**config.mk**
```make
export PLATFORM = sky130hd
export DESIGN_NAME = led_panel_ctrl_flat
export DESIGN_NICKNAME = d
export VERILOG_FILES = /design/src/rtl/led_panel_ctrl_if.sv /design/src/rtl/led_panel_ctrl.sv /design/src/flat_wrapper.sv
export SDC_FILE = /design/constraint.sdc
export NUM_CORES = 1
export LEC_CHECK = 0
export CAP_MARGIN = 5
export CORE_UTILIZATION = 56
export CTS_CLUSTER_DIAMETER = 40
export CTS_CLUSTER_SIZE = 10
export DETAILED_ROUTE_END_ITERATION = 7
export GPL_TIMING_DRIVEN = 0
export HOLD_SLACK_MARGIN = 0.08
export PLACE_DENSITY = 0.81
export SETUP_SLACK_MARGIN = 0.1
export SLEW_MARGIN = 15
export SYNTH_ARGS = -nofsm -noshare
export SYNTH_HDL_FRONTEND = slang
export SYNTH_SLANG_ARGS = --single-unit
```
**constraint.sdc**
```tcl
create_clock -name clk -period 9.1 [get_ports clk]
set_input_delay 2.275 -clock clk [delete_from_list [all_inputs] [get_ports clk]]
set_output_delay 2.275 -clock clk [all_outputs]
set_load 0.005 [all_outputs]
```
**src/rtl/led_panel_ctrl_if.sv**
```systemverilog
// Host/driver-side bundle for led_panel_ctrl.
//   master : host side; drives write/load/walk/clear strobes and samples panel status.
//   slave  : controller side; receives strobes and drives panel image and status.
// The optional danger_sticky signal exists only when LED_PANEL_STICKY_EN is defined.
interface led_panel_ctrl_if #(
  parameter int unsigned ROWS  = 2,
  parameter int unsigned COLS  = 4,
  parameter int unsigned CNT_W = 16
) ();
  localparam int unsigned RowW   = (ROWS > 1) ? $clog2(ROWS) : 1;
  localparam int unsigned ColW   = (COLS > 1) ? $clog2(COLS) : 1;
  localparam int unsigned PanelW = 2 * ROWS * COLS;
  localparam int unsigned RedW   = $clog2(ROWS * COLS + 1);

  logic              wr_en;
  logic [RowW-1:0]   wr_row;
  logic [ColW-1:0]   wr_col;
  logic [1:0]        wr_val;
  logic              load_en;
  logic [PanelW-1:0] load_panel;
  logic              walk_start;
  logic              walk_all;
  logic [RowW-1:0]   walk_row;
  logic [1:0]        walk_bkgnd;
  logic              alert_clr;
  logic [PanelW-1:0] panel_out;
  logic              danger;
  logic [RedW-1:0]   red_cnt;
  logic [CNT_W-1:0]  alerts;
  logic              walk_busy;
  logic              walk_done;
`ifdef LED_PANEL_STICKY_EN
  logic              danger_sticky;
`endif

  modport master (
    output wr_en, wr_row, wr_col, wr_val, load_en, load_panel,
    output walk_start, walk_all, walk_row, walk_bkgnd, alert_clr,
    input  panel_out, danger, red_cnt, alerts, walk_busy, walk_done
`ifdef LED_PANEL_STICKY_EN
    , input danger_sticky
`endif
  );

  modport slave (
    input  wr_en, wr_row, wr_col, wr_val, load_en, load_panel,
    input  walk_start, walk_all, walk_row, walk_bkgnd, alert_clr,
    output panel_out, danger, red_cnt, alerts, walk_busy, walk_done
`ifdef LED_PANEL_STICKY_EN
    , output danger_sticky
`endif
  );
endinterface

```
**src/rtl/led_panel_ctrl.sv**
```systemverilog
// ROWS x COLS RYGB indicator panel controller.
// Holds the panel image, applies host single-LED writes and whole-panel loads (load wins),
// runs a walking-RED self-test over one row or the whole panel, and reports RED population,
// danger and a saturating count of panel updates that contain RED.
// Ports:
//   clk   : clock, rising edge
//   rst_n : asynchronous active-low reset
//   bus   : led_panel_ctrl_if.slave (strobes in; panel_out/danger/red_cnt/alerts/walk status out)
// Optional: define LED_PANEL_STICKY_EN to add bus.danger_sticky (set on danger, cleared by
// alert_clr or reset).
module led_panel_ctrl #(
  parameter int unsigned ROWS     = 2,
  parameter int unsigned COLS     = 4,
  parameter int unsigned TICK_DIV = 10,
  parameter int unsigned CNT_W    = 16
) (
  input logic           clk,
  input logic           rst_n,
  led_panel_ctrl_if.slave bus
);
  localparam int unsigned NLed   = ROWS * COLS;
  localparam int unsigned PanelW = 2 * NLed;
  localparam int unsigned RowW   = (ROWS > 1) ? $clog2(ROWS) : 1;
  localparam int unsigned ColW   = (COLS > 1) ? $clog2(COLS) : 1;
  localparam int unsigned RedW   = $clog2(NLed + 1);
  localparam int unsigned StepW  = (NLed > 1) ? $clog2(NLed) : 1;
  localparam int unsigned TickW  = (TICK_DIV > 1) ? $clog2(TICK_DIV) : 1;
  localparam logic [1:0]  LedRed = 2'd3;

  typedef enum logic [1:0] {StIdle, StStep, StRestore} state_e;

  state_e            state_q, state_d;
  logic [PanelW-1:0] panel_q, panel_d;
  logic [CNT_W-1:0]  alerts_q, alerts_d;
  logic [TickW-1:0]  tick_q, tick_d;
  logic [StepW-1:0]  step_q, step_d;
  logic              all_q, all_d;
  logic [RowW-1:0]   row_q, row_d;
  logic [1:0]        bkgnd_q, bkgnd_d;
  logic [RedW-1:0]   red_cnt;
  logic [StepW-1:0]  last_step;

  // Walk image for a step: in single-row mode the step is the column index, in all-rows mode
  // it is the row-major LED index. Rows outside the walk keep their current value.
  function automatic logic [PanelW-1:0] step_image(input logic [PanelW-1:0] cur,
                                                   input logic all, input logic [RowW-1:0] row,
                                                   input logic [1:0] bkgnd,
                                                   input logic [StepW-1:0] step);
    logic [PanelW-1:0] img;
    logic              red;
    img = cur;
    for (int unsigned r = 0; r < ROWS; r++) begin
      for (int unsigned c = 0; c < COLS; c++) begin
        red = all ? (StepW'(r * COLS + c) == step) : (StepW'(c) == step);
        if (all || (row == RowW'(r))) begin
          img[2*(r*COLS+c) +: 2] = red ? LedRed : bkgnd;
        end
      end
    end
    return img;
  endfunction

  function automatic logic [RedW-1:0] count_red(input logic [PanelW-1:0] img);
    logic [RedW-1:0] n;
    n = '0;
    for (int unsigned i = 0; i < NLed; i++) begin
      if (img[2*i +: 2] == LedRed) n = n + RedW'(1);
    end
    return n;
  endfunction

  assign last_step = all_q ? StepW'(NLed - 1) : StepW'(COLS - 1);

  always_comb begin
    state_d = state_q;
    panel_d = panel_q;
    tick_d  = tick_q;
    step_d  = step_q;
    all_d   = all_q;
    row_d   = row_q;
    bkgnd_d = bkgnd_q;
    unique case (state_q)
      StIdle: begin
        if (bus.walk_start && (bus.walk_all || (32'(bus.walk_row) < ROWS))) begin
          all_d   = bus.walk_all;
          row_d   = bus.walk_row;
          bkgnd_d = bus.walk_bkgnd;
          tick_d  = '0;
          step_d  = '0;
          state_d = StStep;
          panel_d = step_image(panel_q, bus.walk_all, bus.walk_row, bus.walk_bkgnd, '0);
        end else if (bus.load_en) begin
          panel_d = bus.load_panel;
        end else if (bus.wr_en) begin
          // Out-of-range indices match no LED, so the write is dropped.
          for (int unsigned r = 0; r < ROWS; r++) begin
            for (int unsigned c = 0; c < COLS; c++) begin
              if ((bus.wr_row == RowW'(r)) && (bus.wr_col == ColW'(c))) begin
                panel_d[2*(r*COLS+c) +: 2] = bus.wr_val;
              end
            end
          end
        end
      end
      StStep: begin
        if (tick_q == TickW'(TICK_DIV - 1)) begin
          tick_d = '0;
          if (step_q == last_step) begin
            state_d = StRestore;
            panel_d = {NLed{bkgnd_q}};
          end else begin
            step_d  = step_q + StepW'(1);
            panel_d = step_image(panel_q, all_q, row_q, bkgnd_q, step_q + StepW'(1));
          end
        end else begin
          tick_d = tick_q + TickW'(1);
        end
      end
      StRestore: state_d = StIdle;
      default:   state_d = StIdle;
    endcase
  end

  always_comb begin
    alerts_d = alerts_q;
    if (bus.alert_clr) begin
      alerts_d = '0;
    end else if ((panel_d != panel_q) && (count_red(panel_d) != '0) && (alerts_q != '1)) begin
      alerts_d = alerts_q + CNT_W'(1);
    end
  end

  always_ff @(posedge clk or negedge rst_n) begin
    if (!rst_n) begin
      state_q  <= StIdle;
      panel_q  <= '0;
      alerts_q <= '0;
      tick_q   <= '0;
      step_q   <= '0;
      all_q    <= 1'b0;
      row_q    <= '0;
      bkgnd_q  <= '0;
    end else begin
      state_q  <= state_d;
      panel_q  <= panel_d;
      alerts_q <= alerts_d;
      tick_q   <= tick_d;
      step_q   <= step_d;
      all_q    <= all_d;
      row_q    <= row_d;
      bkgnd_q  <= bkgnd_d;
    end
  end

  assign red_cnt       = count_red(panel_q);
  assign bus.panel_out = panel_q;
  assign bus.red_cnt   = red_cnt;
  assign bus.danger    = (red_cnt != '0);
  assign bus.alerts    = alerts_q;
  assign bus.walk_busy = (state_q == StStep);
  assign bus.walk_done = (state_q == StRestore);

`ifdef LED_PANEL_STICKY_EN
  logic sticky_q, sticky_d;

  always_comb begin
    sticky_d = sticky_q | bus.danger;
    if (bus.alert_clr) sticky_d = 1'b0;
  end

  always_ff @(posedge clk or negedge rst_n) begin
    if (!rst_n) sticky_q <= 1'b0;
    else        sticky_q <= sticky_d;
  end

  assign bus.danger_sticky = sticky_q;
`endif
endmodule

```
**src/flat_wrapper.sv**
```systemverilog
// flat-port wrapper written by rule: the top's interface ports become plain ports
module led_panel_ctrl_flat 
#(
  parameter int unsigned ROWS     = 2,
  parameter int unsigned COLS     = 4,
  parameter int unsigned TICK_DIV = 10,
  parameter int unsigned CNT_W    = 16
)
  (clk, rst_n, bus_wr_en, bus_wr_row, bus_wr_col, bus_wr_val, bus_load_en, bus_load_panel, bus_walk_start, bus_walk_all, bus_walk_row, bus_walk_bkgnd, bus_alert_clr, bus_panel_out, bus_danger, bus_red_cnt, bus_alerts, bus_walk_busy, bus_walk_done);
  led_panel_ctrl_if #(.ROWS(ROWS), .COLS(COLS), .CNT_W(CNT_W)) bus_i ();
  input logic clk;
  input logic rst_n;
  input wire logic [$bits(bus_i.wr_en)-1:0] bus_wr_en;
  input wire logic [$bits(bus_i.wr_row)-1:0] bus_wr_row;
  input wire logic [$bits(bus_i.wr_col)-1:0] bus_wr_col;
  input wire logic [$bits(bus_i.wr_val)-1:0] bus_wr_val;
  input wire logic [$bits(bus_i.load_en)-1:0] bus_load_en;
  input wire logic [$bits(bus_i.load_panel)-1:0] bus_load_panel;
  input wire logic [$bits(bus_i.walk_start)-1:0] bus_walk_start;
  input wire logic [$bits(bus_i.walk_all)-1:0] bus_walk_all;
  input wire logic [$bits(bus_i.walk_row)-1:0] bus_walk_row;
  input wire logic [$bits(bus_i.walk_bkgnd)-1:0] bus_walk_bkgnd;
  input wire logic [$bits(bus_i.alert_clr)-1:0] bus_alert_clr;
  output wire logic [$bits(bus_i.panel_out)-1:0] bus_panel_out;
  output wire logic [$bits(bus_i.danger)-1:0] bus_danger;
  output wire logic [$bits(bus_i.red_cnt)-1:0] bus_red_cnt;
  output wire logic [$bits(bus_i.alerts)-1:0] bus_alerts;
  output wire logic [$bits(bus_i.walk_busy)-1:0] bus_walk_busy;
  output wire logic [$bits(bus_i.walk_done)-1:0] bus_walk_done;
  assign bus_i.wr_en = bus_wr_en;
  assign bus_i.wr_row = bus_wr_row;
  assign bus_i.wr_col = bus_wr_col;
  assign bus_i.wr_val = bus_wr_val;
  assign bus_i.load_en = bus_load_en;
  assign bus_i.load_panel = bus_load_panel;
  assign bus_i.walk_start = bus_walk_start;
  assign bus_i.walk_all = bus_walk_all;
  assign bus_i.walk_row = bus_walk_row;
  assign bus_i.walk_bkgnd = bus_walk_bkgnd;
  assign bus_i.alert_clr = bus_alert_clr;
  assign bus_panel_out = bus_i.panel_out;
  assign bus_danger = bus_i.danger;
  assign bus_red_cnt = bus_i.red_cnt;
  assign bus_alerts = bus_i.alerts;
  assign bus_walk_busy = bus_i.walk_busy;
  assign bus_walk_done = bus_i.walk_done;
  led_panel_ctrl #(.ROWS(ROWS), .COLS(COLS), .TICK_DIV(TICK_DIV), .CNT_W(CNT_W)) u_core (.clk(clk), .rst_n(rst_n), .bus(bus_i));
endmodule
```
==> flow_summary.json, run 1 <==
{
  "stdcell_area_um2": 5680,
  "power_switching_mw": 1.17,
  "critPathLaunchType": "input pin",
  "yosysMostFrequentCell": "nand2_1",
  "ir_drop_uv": 205,
  "h-tree-depth": 2,
  "drive_gt1_frac": 0.0979,
  "multi_input_area_um2": 3340,
  "hpwl_um": 12000,
  "cts_made_buffers": 5,
  "synthArstFlopShare": 1.00,
  "ys_ff_latch": 45,
  "slowest_stage": "or4_1",
  "diodes": 0,
  "skew_ns": 0.0139,
  "power_mw": 2.28,
  "cp_num_buf_inv": 5,
  "cp_max_fo": 10,
  "io_pins": 70,
  "critPathCaptureType": "register",
  "p_seq_frac": 0.160,
  "crit_required_ns": 9.34,
  "fin_setup_tns_ns": 0,
  "maxCapViolCount": 0,
  "port_buffers": 65,
  "worstSetupEndpoint": "u_core.bus.alerts[11]",
  "grt_pass1_vias": 5016,
  "synth_nets": 642,
  "synth_top_family_by_area": "compound AO/OA/AOI/OAI gates",
  "clock_latency_ns": 0.31,
  "clkPwrFrac": 0.071,
  "rsz0062_at_grt": "no",
  "critPathKind": "input pin to register",
  "synth_top_cell_by_area": "dfrtp_1",
  "post-route-min-period_ns": 8.78,
  "synth_cells": 589,
  "synthAdderAreaFrac": 0.0594,
  "reg2reg_depth": 35,
  "period_share": 0.965,
  "ys_top_cells_by_area": "dfrtp_1, ha_1, o21ai_0",
  "setup_violations": 0,
  "cts.sinks": 45,
  "ctsLongestPathBuffers": 2,
  "static-leakage-power_nw": 2.29,
  "ys_types": 78,
  "synth_xor_area_frac": 0.0537,
  "crit_start": "bus_walk_start",
  "area_delta_synth_final_pct": 22.7,
  "synth_mux_area_frac": 0.0500,
  "finalNonFillerCells": 766,
  "yosys.area_share.simple": 0.250,
  "first_pass_iters": 6,
  "tightest_slew_ns": 0.771,
  "antenna_found_initial": 0,
  "overflow": 0,
  "clk_pin_slew_ns": 0.10,
  "worstSetupPathDepth": 30,
  "status": "finished clean",
  "final-hold-violation-count": 0,
  "fmax_mhz": 114,
  "power_density_nw_per_um2": 401,
  "crit_path_max_incr_delay_ns": 0.55,
  "grt_max_degree": 28,
  "rows": 32,
  "combPwrFrac": 0.769,
  "synth_enable_flop_cells": 0,
  "fp.coreArea_um2": 7850,
  "drc": 0,
  "post-route-util": 0.724,
  "fillers": 600,
  "yosysSeqAreaShare": 0.243,
  "die-area_um2": 8640,
  "regToRegStartpoint": "u_core.step_q[0]",
  "final_nets": 716,
  "hold_buffers": 0,
  "setup_ws_ns": 0.320,
  "swShare": 0.512,
  "initial_core_util": 0.590,
  "yosysWarnings": 0,
  "maxSlewHeadroom": 0.480,
  "antenna_left": 0,
  "netlist.area_leader.share": 0.243,
  "regArea_um2": 1130,
  "synth_common_cells": "nand2_1, dfrtp_1, nor2_1",
  "dr.first_iter.drc_count": 396,
  "cts_tree": "yes",
  "drv_slew": 0,
  "placed_cells": 757,
  "cts-root-buf": "clkbuf_8",
  "grt_usage": 0.367,
  "dpl_cell_area_um2": 5430,
  "r2r_slack_ns": 1.55,
  "crit_arrival_ns": 9.02,
  "grt_pass1_wl_um": 24700,
  "hp-class": "register to register",
  "avgViaCountPerCell": 6.80,
  "wl_per_cell_um": 20.3,
  "critPathTopFamily": "compound AO/OA/AOI/OAI gates",
  "p_int_mw": 1.11,
  "dp_slack_ns": -0.988,
  "worst_path_most_repeated_cell": "ha_1",
  "synth_compound_area_frac": 0.283,
  "wl_um": 15500,
  "reg2reg_to": "u_core.bus.alerts[11]",
  "synth_area_um2": 4630,
  "die_w_um": 93.0,
  "die_h_um": 93.0,
  "vias": 5208,
  "routabilityCongestion": 0.990,
  "min_path_cells": 1,
  "hold_ws_ns": 0.549,
  "synth.avg_cell_area_um2": 7.87,
  "synth-main-ff-cell": "dfrtp_1"
}
power by group through the flow:
stage / Sequential [mW] / Combinational, mW / Clock, mW
6_report: 0.365 / 1.75 / 0.162
5_1_grt: 0.372 / 1.91 / 0.170
4_1_cts: 0.361 / 1.68 / 0.163
3_5_place_dp: 0.365 / 1.63 / 0
3_3_place_gp: 0.361 / 1.57 / 0
2_1_floorplan: 0.333 / 1.13 / 0
final cells by class:
class | count | area share
buffer | 30 | 0.0286
clock buffer | 5 | 0.0121
clock inverter | 3 | 0.00771
inverter | 38 | 0.0253
multi-input combinational | 475 | 0.587
sequential | 45 | 0.198
tap | 102 | 0.0225
timing repair buffer | 68 | 0.119
sequential cells by signal, indices dropped and copies added, names as in the netlist, named ones only:
name and count:
u_core.tick_q 4, u_core.step_q 3, u_core.state_q 2, u_core.bus.alerts 16
u_core.row_q 1, u_core.all_q 1, u_core.bus.panel_out 14, u_core.bkgnd_q 2
cells in the final DEF, fill, tap and decap left out, types with 4 or more instances in the layout:
master,netlist,final
a211oi_1,11,10
a21boi_0,5,4
a21oi_1,38,36
a31oi_1,7,6
and2_1,4,4
and3_1,7,7
buf_2,7,9
buf_4,0,4
clkbuf_1,19,14
clkbuf_8,0,5
clkdlybuf4s50_1,0,60
dfrtp_1,45,45
ha_1,22,20
inv_1,34,34
mux2_2,8,8
mux2i_1,13,13
nand2_1,51,50
nand2b_1,8,8
nand3_1,29,28
nand4_1,11,11
nand4b_1,4,4
nor2_1,41,39
nor2b_1,13,12
nor3_1,8,7
nor3_2,3,4
nor4b_1,6,5
o211ai_1,6,6
o21a_1,11,11
o21ai_0,39,39
o21ai_1,8,8
o221ai_1,8,8
o22ai_1,5,4
o31ai_1,8,8
or3_1,13,13
or4_1,6,6
xnor2_1,13,13
xor2_1,7,7
what timing repair did:
| action | CTS | global route |
|---|---|---|
| pin swaps | 3 | 2 |
| buffers inserted | 0 | 2 |
| resized for setup | 29 | 20 |
| endpoints found under the setup margin | 16 | 16 |
how the worst min path moves through the flow:
stage / slack (ns) / start / to
after floorplan: 0.51 / u_core.tick_q[0] / u_core.tick_q[0]
after global placement: 0.54 / u_core.tick_q[2] / u_core.tick_q[2]
after detailed placement: 0.54 / u_core.tick_q[0] / u_core.tick_q[0]
after CTS: 0.55 / u_core.tick_q[0] / u_core.tick_q[0]
after global routing: 0.58 / u_core.tick_q[0] / u_core.tick_q[0]
final: 0.55 / u_core.tick_q[0] / u_core.tick_q[0]
per-layer routing:
layer  part of all wire  wire [um]  GRT usage
met2               0.47       7270      0.618
met1               0.40       6200      0.453
met4              0.039        604      0.135
met3              0.094       1470     0.0870
met5                  0          0     0.0192
kinds of logic after synthesis:
group,count (synthesis)
simple gates,218
compound gates,190
buf+inv,69
flops,45
xor+xnor,23
mux,22
fa+ha+maj,22
Note: power is estimated with default switching activity, not from simulation.
==> inputs of run 2 (changes only) <==
Settings changed: GPL_ROUTABILITY_DRIVEN from default to 0, HOLD_SLACK_MARGIN 0.08 to 0.02.
==> run 2 against run 1 <==
Sequential share of layout area decreased by 0.20 points. Final area up 1.0%. Final cell count up 0.26%. Clock power about the same. Via count shrank 0.46%. Critical path type unchanged. Routed wire length fell by 5.1%. Hold slack improved by 0.012 ns.
==> flow_summary.json, run 2 (same netlist as run 1, synthesis figures left out) <==
{
  "status": "finished clean",
  "crit_required_ns": 9.34,
  "wl_um": 14800,
  "grt_max_degree": 34,
  "static-leakage-power_nw": 2.30,
  "fp.coreArea_um2": 7850,
  "critPathLaunchType": "input pin",
  "fillers": 611,
  "p_int_mw": 1.14,
  "dpl_cell_area_um2": 5430,
  "cts_made_buffers": 5,
  "p_seq_frac": 0.156,
  "largest_reg_flops": 16,
  "tightest_slew_ns": 0.753,
  "critPathCaptureType": "register",
  "cp_max_fo": 19,
  "hp-class": "register to register",
  "cts-root-buf": "clkbuf_8",
  "stdcell_area_um2": 5740,
  "critPathTopFamily": "compound AO/OA/AOI/OAI gates",
  "io_pins": 70,
  "clk_pin_slew_ns": 0.10,
  "die_w_um": 93.0,
  "cts_tree": "yes",
  "grt_usage": 0.347,
  "port_buffers": 65,
  "swShare": 0.507,
  "post-route-min-period_ns": 8.74,
  "clkPwrFrac": 0.071,
  "ctsLongestPathBuffers": 2,
  "rows": 32,
  "h-tree-depth": 2,
  "drc": 0,
  "cts.sinks": 45,
  "fmax_mhz": 114,
  "overflow": 0,
  "power_density_nw_per_um2": 403,
  "hold_ws_ns": 0.562,
  "placed_cells": 757,
  "clock_latency_ns": 0.31,
  "area_delta_synth_final_pct": 23.9,
  "fin_setup_tns_ns": 0,
  "die-area_um2": 8640,
  "finalNonFillerCells": 768,
  "grt_pass1_vias": 4850,
  "final-hold-violation-count": 0,
  "mostFrequentLayoutCells": "clkdlybuf4s50_1, nand2_1, dfrtp_1",
  "final_common_cell": "clkdlybuf4s50_1",
  "diodes": 0,
  "cp_num_buf_inv": 8,
  "dr.first_iter.drc_count": 649,
  "wl_per_cell_um": 19.2,
  "skew_ns": 0.00807,
  "power_switching_mw": 1.17,
  "slowest_stage": "or4_4",
  "maxCapViolCount": 0,
  "crit_arrival_ns": 8.98,
  "rsz0062_at_grt": "no",
  "vias": 5184,
  "grt_pass1_wl_um": 23700,
  "setup_ws_ns": 0.363,
  "maxSlewHeadroom": 0.493,
  "setup_violations": 0,
  "hold_buffers": 0,
  "initial_core_util": 0.590,
  "drv_slew": 0,
  "dp_slack_ns": -1.01,
  "ir_drop_uv": 188,
  "avgViaCountPerCell": 6.75,
  "period_share": 0.960,
  "critPathKind": "input pin to register",
  "hpwl_um": 11000,
  "antenna_found_initial": 0,
  "die_h_um": 93.0,
  "final_nets": 718,
  "first_pass_iters": 7,
  "drive_gt1_frac": 0.107,
  "combPwrFrac": 0.773,
  "antenna_left": 0,
  "crit_path_max_incr_delay_ns": 0.52
}
run 2: cell types whose count changed in the layout (fill, tap and decap cells not counted), sizes merged:
cell           before  now
clkinvlp            0    1
dlygate4sd2         1    0
clkdlybuf4s50      60   61
clkbuf             22   23
inv                37   36
buf                19   20
run 2: power groups by stage:
stage               clock network, mW  logic (mW)  registers, mW
CTS                             0.165        1.65          0.355
global placement                    0        1.56          0.356
floorplan                           0        1.13          0.333
detailed placement                  0        1.61          0.359
finish                          0.164        1.79          0.360
global route                    0.173        1.94          0.367
run 2: repair_timing:
item | in CTS | in global routing
buffers inserted | 1 | 3
setup endpoints to repair | 16 | 16
resized for setup | 19 | 37
pin swaps | 1 | 3
endpoints found under the hold margin | 0 | 0
run 2: final cells by class:
cell class / count / area, um2 / share of cell area
tap: 102 / 128 / 0.0222
clock inverter: 3 / 43.8 / 0.00763
buffer: 30 / 161 / 0.0281
sequential: 45 / 1130 / 0.196
timing repair buffer: 70 / 691 / 0.120
multi-input combinational: 475 / 3380 / 0.588
clock buffer: 5 / 68.8 / 0.0120
inverter: 38 / 148 / 0.0257
run 2: final timing paths:
path                                       endpoint  cells past startpoint  slack, ns              from
setup / recovery              u_core.bus.alerts[11]                     36       0.36       bus_load_en
hold / removal                     u_core.tick_q[0]                      1       0.56  u_core.tick_q[0]
setup reg to reg              u_core.bus.alerts[11]                     35       1.71  u_core.step_q[0]
hold reg to reg                    u_core.tick_q[0]                      1       0.56  u_core.tick_q[0]
max in group asynchronous          u_core.tick_q[3]                      2       6.70             rst_n
min in group asynchronous  u_core.bus.panel_out[10]                      1       1.88             rst_n
run 2: through the flow:
stage,utilization,power [mW]
floorplan,-,1.47
global placement,0.690,1.91
detailed placement,0.691,1.97
CTS,0.713,2.16
global route,0.732,2.48
finish,0.732,2.31
run 2: metal layers:
layer / up-vias / GRT usage / routed length, um
met5: - / 0 / 0
met3: 80 / 0.0813 / 1410
met1: 2438 / 0.436 / 5890
li1: 2363 / - / -
met4: 0 / 0.131 / 583
met2: 303 / 0.575 / 6880
